===== src/rtl/maxnet_seq_pkg.sv =====
// Shared types and constants for the MAXNET winner-take-all sequencer.
package maxnet_seq_pkg;

  localparam int unsigned ACT_W    = 5;
  localparam int unsigned FRAC_W   = 3;
  localparam int unsigned N_NEURON = 4;
  localparam int unsigned IDX_W    = 2;
  localparam int unsigned CNT_W    = 3;
  localparam int unsigned ITER_W   = 8;

  typedef logic [ACT_W-1:0] act_t;

  localparam act_t ZERO_ACT = '0;

  typedef enum logic [2:0] {
    S_IDLE,
    S_FEED,
    S_UPD,
    S_CHECK,
    S_DONE
  } state_t;

  // Negative initial activations are meaningless for MAXNET; load them as zero.
  function automatic act_t clamp_load(act_t a);
    return a[ACT_W-1] ? ZERO_ACT : a;
  endfunction

endpackage


===== src/rtl/maxnet_seq_if.sv =====
// Load / processing-unit / result bundle for maxnet_seq.
// Adds iter_cnt when MAXNET_ITER_OUT_EN is defined.
interface maxnet_seq_if;
  import maxnet_seq_pkg::*;

  logic             start;
  logic             in_ready;
  act_t             a0, a1, a2, a3;
  act_t             act0, act1, act2, act3;
  logic             pu_en;
  act_t             new0, new1, new2, new3;
  logic             out_valid;
  logic             out_ready;
  logic [IDX_W-1:0] winner;
  logic             none;
  logic             timeout;
`ifdef MAXNET_ITER_OUT_EN
  logic [ITER_W-1:0] iter_cnt;
`endif

  // Sequencer side.
  modport slave (
    input  start, a0, a1, a2, a3, new0, new1, new2, new3, out_ready,
    output in_ready, act0, act1, act2, act3, pu_en, out_valid, winner, none, timeout
`ifdef MAXNET_ITER_OUT_EN
    , output iter_cnt
`endif
  );

  // Environment side (loader, processing units, result consumer).
  modport master (
    output start, a0, a1, a2, a3, new0, new1, new2, new3, out_ready,
    input  in_ready, act0, act1, act2, act3, pu_en, out_valid, winner, none, timeout
`ifdef MAXNET_ITER_OUT_EN
    , input iter_cnt
`endif
  );

endinterface


===== src/rtl/maxnet_seq_nz_count.sv =====
// Counts nonzero activations and reports the index of the last nonzero one
// (the sole survivor when the count is one).
module maxnet_seq_nz_count
  import maxnet_seq_pkg::*;
(
  input  act_t             act [N_NEURON],
  output logic [CNT_W-1:0] cnt_c,
  output logic [IDX_W-1:0] idx_c
);

  // Population count of nonzero activations plus a survivor index.
  always_comb begin
    cnt_c = '0;
    idx_c = '0;
    for (int unsigned i = 0; i < N_NEURON; i++) begin
      if (act[i] != ZERO_ACT) begin
        cnt_c = cnt_c + CNT_W'(1);
        idx_c = IDX_W'(i);
      end
    end
  end

endmodule


===== src/rtl/maxnet_seq.sv =====
// MAXNET iteration sequencer: loads activations, steps the external
// processing units until one survivor, none, or MAX_ITER, then presents
// the result with a valid/ready handshake.
// Optional: MAXNET_ITER_OUT_EN exports the iteration count as iter_cnt.
module maxnet_seq
  import maxnet_seq_pkg::*;
#(
  parameter int unsigned MAX_ITER = 15
) (
  input logic         clk,
  input logic         rst,
  maxnet_seq_if.slave bus
);

  state_t            state_q, state_d;
  act_t              act_q [N_NEURON];
  act_t              act_d [N_NEURON];
  act_t              ld    [N_NEURON];
  act_t              upd   [N_NEURON];
  logic [ITER_W-1:0] iter_q, iter_d;
  logic              in_ready_q, in_ready_d;
  logic              pu_en_q, pu_en_d;
  logic              out_valid_q, out_valid_d;
  logic [IDX_W-1:0]  winner_q, winner_d;
  logic              none_q, none_d;
  logic              timeout_q, timeout_d;
  logic [CNT_W-1:0]  nz_cnt;
  logic [IDX_W-1:0]  nz_idx;

  assign ld  = '{bus.a0, bus.a1, bus.a2, bus.a3};
  assign upd = '{bus.new0, bus.new1, bus.new2, bus.new3};

  maxnet_seq_nz_count u_nz_count (
    .act   (act_q),
    .cnt_c (nz_cnt),
    .idx_c (nz_idx)
  );

  // Next-state and next-output decode.
  always_comb begin
    state_d     = state_q;
    act_d       = act_q;
    iter_d      = iter_q;
    in_ready_d  = in_ready_q;
    pu_en_d     = 1'b0;
    out_valid_d = out_valid_q;
    winner_d    = winner_q;
    none_d      = none_q;
    timeout_d   = timeout_q;

    case (state_q)
      S_IDLE: begin
        if (bus.start) begin
          for (int unsigned i = 0; i < N_NEURON; i++) begin
            act_d[i] = clamp_load(ld[i]);
          end
          iter_d     = '0;
          in_ready_d = 1'b0;
          pu_en_d    = 1'b1;
          state_d    = S_FEED;
        end
      end
      S_FEED: begin
        state_d = S_UPD;
      end
      S_UPD: begin
        act_d   = upd;
        iter_d  = iter_q + ITER_W'(1);
        state_d = S_CHECK;
      end
      S_CHECK: begin
        if (nz_cnt == CNT_W'(1)) begin
          winner_d    = nz_idx;
          none_d      = 1'b0;
          timeout_d   = 1'b0;
          out_valid_d = 1'b1;
          state_d     = S_DONE;
        end else if (nz_cnt == CNT_W'(0)) begin
          winner_d    = '0;
          none_d      = 1'b1;
          timeout_d   = 1'b0;
          out_valid_d = 1'b1;
          state_d     = S_DONE;
        end else if (iter_q == ITER_W'(MAX_ITER)) begin
          winner_d    = '0;
          none_d      = 1'b0;
          timeout_d   = 1'b1;
          out_valid_d = 1'b1;
          state_d     = S_DONE;
        end else begin
          pu_en_d = 1'b1;
          state_d = S_FEED;
        end
      end
      S_DONE: begin
        if (bus.out_ready) begin
          out_valid_d = 1'b0;
          in_ready_d  = 1'b1;
          state_d     = S_IDLE;
        end
      end
      default: begin
        state_d = S_IDLE;
      end
    endcase
  end

  // State and registered outputs; reset aborts any run in progress.
  always_ff @(posedge clk or negedge rst) begin
    if (!rst) begin
      state_q     <= S_IDLE;
      act_q       <= '{default: ZERO_ACT};
      iter_q      <= '0;
      in_ready_q  <= 1'b1;
      pu_en_q     <= 1'b0;
      out_valid_q <= 1'b0;
      winner_q    <= '0;
      none_q      <= 1'b0;
      timeout_q   <= 1'b0;
    end else begin
      state_q     <= state_d;
      act_q       <= act_d;
      iter_q      <= iter_d;
      in_ready_q  <= in_ready_d;
      pu_en_q     <= pu_en_d;
      out_valid_q <= out_valid_d;
      winner_q    <= winner_d;
      none_q      <= none_d;
      timeout_q   <= timeout_d;
    end
  end

  assign bus.in_ready  = in_ready_q;
  assign bus.pu_en     = pu_en_q;
  assign bus.out_valid = out_valid_q;
  assign bus.winner    = winner_q;
  assign bus.none      = none_q;
  assign bus.timeout   = timeout_q;
  assign bus.act0      = act_q[0];
  assign bus.act1      = act_q[1];
  assign bus.act2      = act_q[2];
  assign bus.act3      = act_q[3];
`ifdef MAXNET_ITER_OUT_EN
  assign bus.iter_cnt  = iter_q;
`endif

endmodule

===== src/flat_wrapper.sv =====
// flat-port wrapper written by rule: the top's interface ports become plain ports
module maxnet_seq_flat import maxnet_seq_pkg::*;
#(
  parameter int unsigned MAX_ITER = 15
)
  (clk, rst, bus_start, bus_a0, bus_a1, bus_a2, bus_a3, bus_new0, bus_new1, bus_new2, bus_new3, bus_out_ready, bus_in_ready, bus_act0, bus_act1, bus_act2, bus_act3, bus_pu_en, bus_out_valid, bus_winner, bus_none, bus_timeout);
  maxnet_seq_if bus_i ();
  input logic clk;
  input logic rst;
  input wire logic [$bits(bus_i.start)-1:0] bus_start;
  input wire logic [$bits(bus_i.a0)-1:0] bus_a0;
  input wire logic [$bits(bus_i.a1)-1:0] bus_a1;
  input wire logic [$bits(bus_i.a2)-1:0] bus_a2;
  input wire logic [$bits(bus_i.a3)-1:0] bus_a3;
  input wire logic [$bits(bus_i.new0)-1:0] bus_new0;
  input wire logic [$bits(bus_i.new1)-1:0] bus_new1;
  input wire logic [$bits(bus_i.new2)-1:0] bus_new2;
  input wire logic [$bits(bus_i.new3)-1:0] bus_new3;
  input wire logic [$bits(bus_i.out_ready)-1:0] bus_out_ready;
  output wire logic [$bits(bus_i.in_ready)-1:0] bus_in_ready;
  output wire logic [$bits(bus_i.act0)-1:0] bus_act0;
  output wire logic [$bits(bus_i.act1)-1:0] bus_act1;
  output wire logic [$bits(bus_i.act2)-1:0] bus_act2;
  output wire logic [$bits(bus_i.act3)-1:0] bus_act3;
  output wire logic [$bits(bus_i.pu_en)-1:0] bus_pu_en;
  output wire logic [$bits(bus_i.out_valid)-1:0] bus_out_valid;
  output wire logic [$bits(bus_i.winner)-1:0] bus_winner;
  output wire logic [$bits(bus_i.none)-1:0] bus_none;
  output wire logic [$bits(bus_i.timeout)-1:0] bus_timeout;
  assign bus_i.start = bus_start;
  assign bus_i.a0 = bus_a0;
  assign bus_i.a1 = bus_a1;
  assign bus_i.a2 = bus_a2;
  assign bus_i.a3 = bus_a3;
  assign bus_i.new0 = bus_new0;
  assign bus_i.new1 = bus_new1;
  assign bus_i.new2 = bus_new2;
  assign bus_i.new3 = bus_new3;
  assign bus_i.out_ready = bus_out_ready;
  assign bus_in_ready = bus_i.in_ready;
  assign bus_act0 = bus_i.act0;
  assign bus_act1 = bus_i.act1;
  assign bus_act2 = bus_i.act2;
  assign bus_act3 = bus_i.act3;
  assign bus_pu_en = bus_i.pu_en;
  assign bus_out_valid = bus_i.out_valid;
  assign bus_winner = bus_i.winner;
  assign bus_none = bus_i.none;
  assign bus_timeout = bus_i.timeout;
  maxnet_seq #(.MAX_ITER(MAX_ITER)) u_core (.clk(clk), .rst(rst), .bus(bus_i));
endmodule

===== config.mk =====
export PLATFORM = sky130hd
export DESIGN_NAME = maxnet_seq_flat
export DESIGN_NICKNAME = d
export VERILOG_FILES = /design/src/rtl/maxnet_seq_pkg.sv /design/src/rtl/maxnet_seq_if.sv /design/src/rtl/maxnet_seq_nz_count.sv /design/src/rtl/maxnet_seq.sv /design/src/flat_wrapper.sv
export SDC_FILE = /design/constraint.sdc
export NUM_CORES = 1
export LEC_CHECK = 0
export CORE_UTILIZATION = 48
export CTS_CLUSTER_SIZE = 8
export DETAILED_ROUTE_END_ITERATION = 6
export PLACE_DENSITY = 0.86
export SYNTH_ARGS = -nofsm -noshare
export SYNTH_HDL_FRONTEND = slang
export SYNTH_SLANG_ARGS = --single-unit

===== constraint.sdc =====
create_clock -name clk -period 6.08 [get_ports clk]
set_input_delay 1.216 -clock clk [delete_from_list [all_inputs] [get_ports clk]]
set_output_delay 1.216 -clock clk [all_outputs]
set_load 0.01 [all_outputs]

Word level (Yosys, flattened, before mapping)
Cells that the tools add are included.
{"block": "classes", "addsub": 4, "multipliers": 0, "n_div": 0, "magnitude_cmp": 0, "eq_ne": 9, "shift": 0, "mux": 42, "bitwise_logic": 0, "reduce_logical": 15}
{"op": "$pmux W20 S2", "count": 1}
{"op": "$mux W3", "count": 8}
{"op": "$mux W20", "count": 1}
{"op": "$reduce_bool A5 Y1", "count": 4}
{"op": "$mux W1", "count": 17}
{"op": "$mux W4", "count": 4}
{"op": "$pmux W8 S2", "count": 1}
{"op": "$pmux W3 S5", "count": 1}
{"op": "$mux W2", "count": 5}
{"op": "$add A3 B1 Y3 const B", "count": 3}
{"op": "$add A8 B1 Y8 const B", "count": 1}
{"op": "$eq A8 B4 Y1 const B", "count": 1}
{"op": "$mux W8", "count": 1}
{"op": "$eq A3 B1 Y1 const B", "count": 2}
{"op": "$eq A3 B2 Y1 const B", "count": 2}
{"op": "$logic_not A3 Y1", "count": 2}
{"op": "$pmux W1 S2", "count": 3}
{"op": "$reduce_and A2 Y1", "count": 3}
{"op": "$reduce_and A3 Y1", "count": 2}
{"op": "$reduce_bool A2 Y1", "count": 3}
{"op": "$ne A2 B2 Y1 const B", "count": 2}
{"op": "$ne A4 B1 Y1 const B", "count": 1}
{"op": "$eq A3 B3 Y1 const B", "count": 1}
{"op": "$reduce_bool A3 Y1", "count": 1}
{"block": "totals", "register_bits": 38, "latch_bits": 0, "ramBits": 0, "rom_bits": 0, "input_bits": 44, "out_inout_bits": 27, "wordCells": 82, "mem_count": 0}

Logic depth before layout (Yosys ltp)
{"block": "depth", "ltp_word": 12, "depth_mapped": 11}

Cells and area by module
From an unflattened synthesis, not the netlist that was laid out.
{"block": "unflattened", "hier_cells": 204, "area_unflattened_um2": 2127.0}
{"mod": "maxnet_seq", "n_inst": 1, "cells_each": 179, "area_per_inst_um2": 1949.4}
{"mod": "maxnet_seq_nz_count", "n_inst": 1, "cells_each": 25, "area_per_inst_um2": 177.7}

Worst setup path before layout
OpenSTA, ideal clock, no wires.
{"block": "synth_path", "kind": "reg2reg", "start": "reg u_core.act_q (netlist bit u_core.bus.act2[0])", "end": "reg u_core.none_q (netlist: u_core.bus.none)", "setup_time_ns": 0.121, "arrival_ns": 2.827, "required_ns": 5.959, "slack_ns": 3.132, "path_stages_with_launch": 9, "n_path_buf": 0, "period_less_slack_ns": 2.948, "cell_sequence": "dfrtp_1 -> or4_4 -> nor2_8 -> mux2i_1 -> ha_1 -> or3b_2 -> a221o_1 -> a21o_1 -> a22o_1"}
{"block": "synth_between", "elab_chain_len": 7, "elab_cells_between_ends": 10, "classes_between": "add/sub (1); eq/ne (1); mux (4); reduce/logical (4)"}
{"element": "start: declaration", "line": "maxnet_seq.sv:16", "text": "act_t act_q [N_NEURON];"}
{"element": "start signal: assignment", "line": "maxnet_seq.sv:122", "text": "act_q <= act_d;"}
{"element": "$reduce_bool A5 Y1 *", "line": "maxnet_seq_nz_count.sv:16", "text": "if (act[i] != ZERO_ACT) begin"}
{"element": "$mux W3 *", "line": "maxnet_seq_nz_count.sv:16"}
{"element": "$add A3 B1 Y3", "line": "maxnet_seq_nz_count.sv:17", "text": "cnt_c = cnt_c + CNT_W'(1);"}
{"element": "$mux W3 *", "line": "maxnet_seq_nz_count.sv:16"}
{"element": "$eq A3 B1 Y1 or $logic_not A3 Y1 (tied branches)", "line": "maxnet_seq.sv:72, maxnet_seq.sv:78"}
{"element": "$reduce_bool A3 Y1 (no source line) or $mux W1 (tied branches)"}
{"element": "$reduce_and A2 Y1 (no source line) or $mux W1 (tied branches)"}
{"element": "end signal: assignment", "line": "maxnet_seq.sv:128", "text": "none_q <= none_d;"}
{"element": "end: declaration", "line": "maxnet_seq.sv:25", "text": "logic none_q, none_d;"}
Mark *: on every way between the ends. The rest lies on a longest branch, timed or not.
A chain may end at the register's enable or synchronous reset.

Worst setup path after layout
{"block": "layout_path", "start": "reg u_core.act_q (netlist bit u_core.bus.act2[0])", "end": "reg u_core.winner_q[1] (netlist: u_core.bus.winner[1])"}
{"block": "layout_between", "elab_chain_len": 7, "elab_cells_between_ends": 12, "classes_between": "add/sub (1); eq/ne (1); mux (6); reduce/logical (4)"}
{"element": "$reduce_bool A5 Y1 *", "line": "maxnet_seq_nz_count.sv:16"}
{"element": "$mux W3", "line": "maxnet_seq_nz_count.sv:16"}
{"element": "$add A3 B1 Y3", "line": "maxnet_seq_nz_count.sv:17"}
{"element": "$mux W3", "line": "maxnet_seq_nz_count.sv:16"}
{"element": "$eq A3 B1 Y1 or $logic_not A3 Y1 (tied branches)", "line": "maxnet_seq.sv:72, maxnet_seq.sv:78"}
{"element": "$reduce_bool A3 Y1 (no source line) or $mux W2 (tied branches)"}
{"element": "$reduce_and A2 Y1 (no source line) or $mux W2 (tied branches)"}
{"element": "end signal: assignment", "line": "maxnet_seq.sv:127", "text": "winner_q <= winner_d;"}
{"element": "end: declaration", "line": "maxnet_seq.sv:24", "text": "logic [IDX_W-1:0] winner_q, winner_d;"}
Marked as above.

==> impl_metrics.json <==
{
  "status": "complete, no violations",
  "htree_levels": 2,
  "startpoint_type": "flip-flop",
  "finalCritPeriodShare_pct": 50.5,
  "crit_path_cell_trace": "or4_4, nor2_8, mux2i_1, ha_1, or3b_2, a221o_1, a21o_1, a22o_1",
  "io_pins": 71,
  "path_delay_family": "simple AND/OR/NAND/NOR gates",
  "synth_cells": 218,
  "hold_class": "flip-flop to flip-flop",
  "dieArea_um2": 4350,
  "drtIter0Drc": 76,
  "wl_per_cell_um": 14.0,
  "critPathKind": "flip-flop to flip-flop",
  "min-delay-start": "u_core.bus.out_valid$_DFFE_PN0P_",
  "layout.nets": 331,
  "min_period_ns": 3.07,
  "clk_latency_ns": 0.30,
  "area.growth.synth_to_final_pct": 41.2,
  "antenna_found_initial": 0,
  "drive_gt1_share_pct": 6.69,
  "tns_ns": 0,
  "grt_pass1_wl_um": 7850,
  "slew_violations": 0,
  "rsz0062_at_grt": "false",
  "drc": 0,
  "ys_seq_area_share_pct": 48.5,
  "post_cts_buffers": 0,
  "reg2reg_from": "u_core.bus.act2[0]$_DFFE_PN0P_",
  "ys_types": 33,
  "timing.fmax_mhz": 326,
  "final_util_pct": 73.0,
  "cts_tree": "yes",
  "initial_utilization_pct": 51.7,
  "gp_congestion": 0.847,
  "vdd_drop_max_v": 0.000268,
  "postCtsResizedCells": 0,
  "required_ns": 6.27,
  "synth-main-ff-cell": "dfrtp_1",
  "track_usage_pct": 24.3,
  "cts_made_buffers": 5,
  "p_leak_nw": 1.16,
  "via_count": 1787,
  "grt_max_degree": 41,
  "syn_area_um2": 1960,
  "die_h_um": 66.0,
  "n_antenna_cell": 0,
  "crit_path_max_incr_delay_ns": 0.59,
  "core_region_area_um2": 3800,
  "wirelength_um": 4650,
  "cts_max_path_buffers": 2,
  "critPathCaptureType": "flip-flop",
  "async_reset_ff_share_pct": 100,
  "grt_pass1_vias": 1735,
  "drt_pass1_iterations": 4,
  "critPathArrivalTime_ns": 3.26,
  "clk_pin_slew_worst_paths_ns": 0.07,
  "setup_violations": 0,
  "setup.worst_path.start": "u_core.bus.act2[0]$_DFFE_PN0P_",
  "via_per_inst": 5.38,
  "std_cell_rows": 22,
  "hold_violations": 0,
  "grt.overflow.total": 0,
  "yosys_warnings": 0,
  "maxCapViolations": 0,
  "cp.buffers_inverters": 0,
  "slowest_stage": "or4_4",
  "skew_ns": 0.00444,
  "p_per_area_nw_per_um2": 483,
  "io_buffers": 70,
  "die_width_um": 66.0,
  "syn_nets": 266,
  "synth_enable_flop_cells": 0,
  "layout_commonest_cell": "clkdlybuf4s50_1",
  "path_max_fanout": 6,
  "ys_seq_elements": 38,
  "max_slew.worst_pin.slew_ns": 0.838,
  "clock-sinks": 38,
  "cts_hold_buf": 0,
  "syn_avg_cell_area_um2": 9.01,
  "detailed_place_hpwl_um": 3360,
  "final_cell_mix": "clkdlybuf4s50_1, dfrtp_1, nand2_1",
  "cts_root_buf": "clkbuf_8",
  "drtAntennaViolNets": 0,
  "slew-limit-headroom_pct": 44.1
}
worst paths after layout:
check	end	slack [ns]	cells after the start
max in group asynchronous	u_core.bus.act2[2]$_DFFE_PN0P_	4.54	1
min	u_core.bus.out_valid$_DFFE_PN0P_	0.49	2
min reg2reg	u_core.bus.out_valid$_DFFE_PN0P_	0.49	2
max	u_core.bus.winner[1]$_DFFE_PN0P_	3.01	8
min in group asynchronous	u_core.iter_q[0]$_DFFE_PN0P_	1.01	1
max reg2reg	u_core.bus.winner[1]$_DFFE_PN0P_	3.01	8
where the power goes:
| group | total, mW | switching [mW] | internal, mW |
|---|---|---|---|
| Sequential | 0.449 | 0.0958 | 0.353 |
| Clock | 0.183 | 0.0921 | 0.0911 |
| Combinational | 0.708 | 0.349 | 0.359 |
| Total | 1.34 | 0.537 | 0.804 |
stage by stage:
stage | worst slack [ns] | area, um^2 | power (mW) | hold WS, ns | cells
floorplan | 3.13 | 1960 | 0.887 | 0.459 | 218
global placement | 3.12 | 2680 | 1.13 | 0.477 | 324
global route | 2.91 | 2770 | 1.45 | 0.523 | 332
finish | 3.01 | 2770 | 1.34 | 0.486 | 332
detailed placement | 3.04 | 2680 | 1.16 | 0.480 | 324
CTS | 3.02 | 2770 | 1.35 | 0.497 | 332
cells in the mapped netlist, drive strengths merged (2+ instances only):
library cell  number  area, um^2
or4                2        18.8
dfrtp             37         926
nand2             36         135
clkbuf            13        48.8
inv                6        22.5
nor4               2        12.5
nand4              2        12.5
a22o               7        62.6
nand3              5        25.0
a21oi             19        95.1
nor3b             16         120
a21o               2        15.0
mux2               3        33.8
o21ai             28         140
nor2              14        68.8
nor3               5        25.0
xnor2              4        35.0
ha                 4        50.1
and2               2        12.5
registers in the layout, summed over array words and instances (netlist names), 2 cells and up:
signal / count
u_core.bus.winner: 2
u_core.bus.act0: 5
u_core.bus.act3: 5
u_core.state_q: 3
u_core.iter_q: 8
u_core.bus.act2: 5
u_core.bus.act1: 5
final cells by class:
cell class / count / area, um^2
sequential: 38 / 952
clock inverter: 2 / 12.5
timing repair buffer: 71 / 703
multi-input combinational: 161 / 941
tap: 48 / 60.1
fill: 297 / 1020
inverter: 6 / 22.5
clock buffer: 6 / 82.6
routing by layer:
metal / vias up / wire length, um / track usage [%]
met5: - / 0 / 0
met4: 0 / 106 / 10.4
met3: 11 / 231 / 6.38
met2: 55 / 2280 / 40.4
met1: 831 / 2030 / 29.6
li1: 890 / - / -
cells by family after synthesis:
logic type | count (synthesis) | synth area share (%)
XOR/XNOR | 4 | 1.78
AND/OR/NAND/NOR | 89 | 23.7
flip-flops | 38 | 48.5
adder cells (fa/ha/maj) | 4 | 2.55
multiplexers | 4 | 2.23
AO/OA/AOI/OAI | 60 | 17.6
buffers and inverters | 19 | 3.63
worst min-delay path, stage by stage, from the launching register on:
cell and delay (ns):
dfrtp_1 0.35, nand2_1 0.05, nand2_1 0.06
Power figures use the tool's default switching activity.
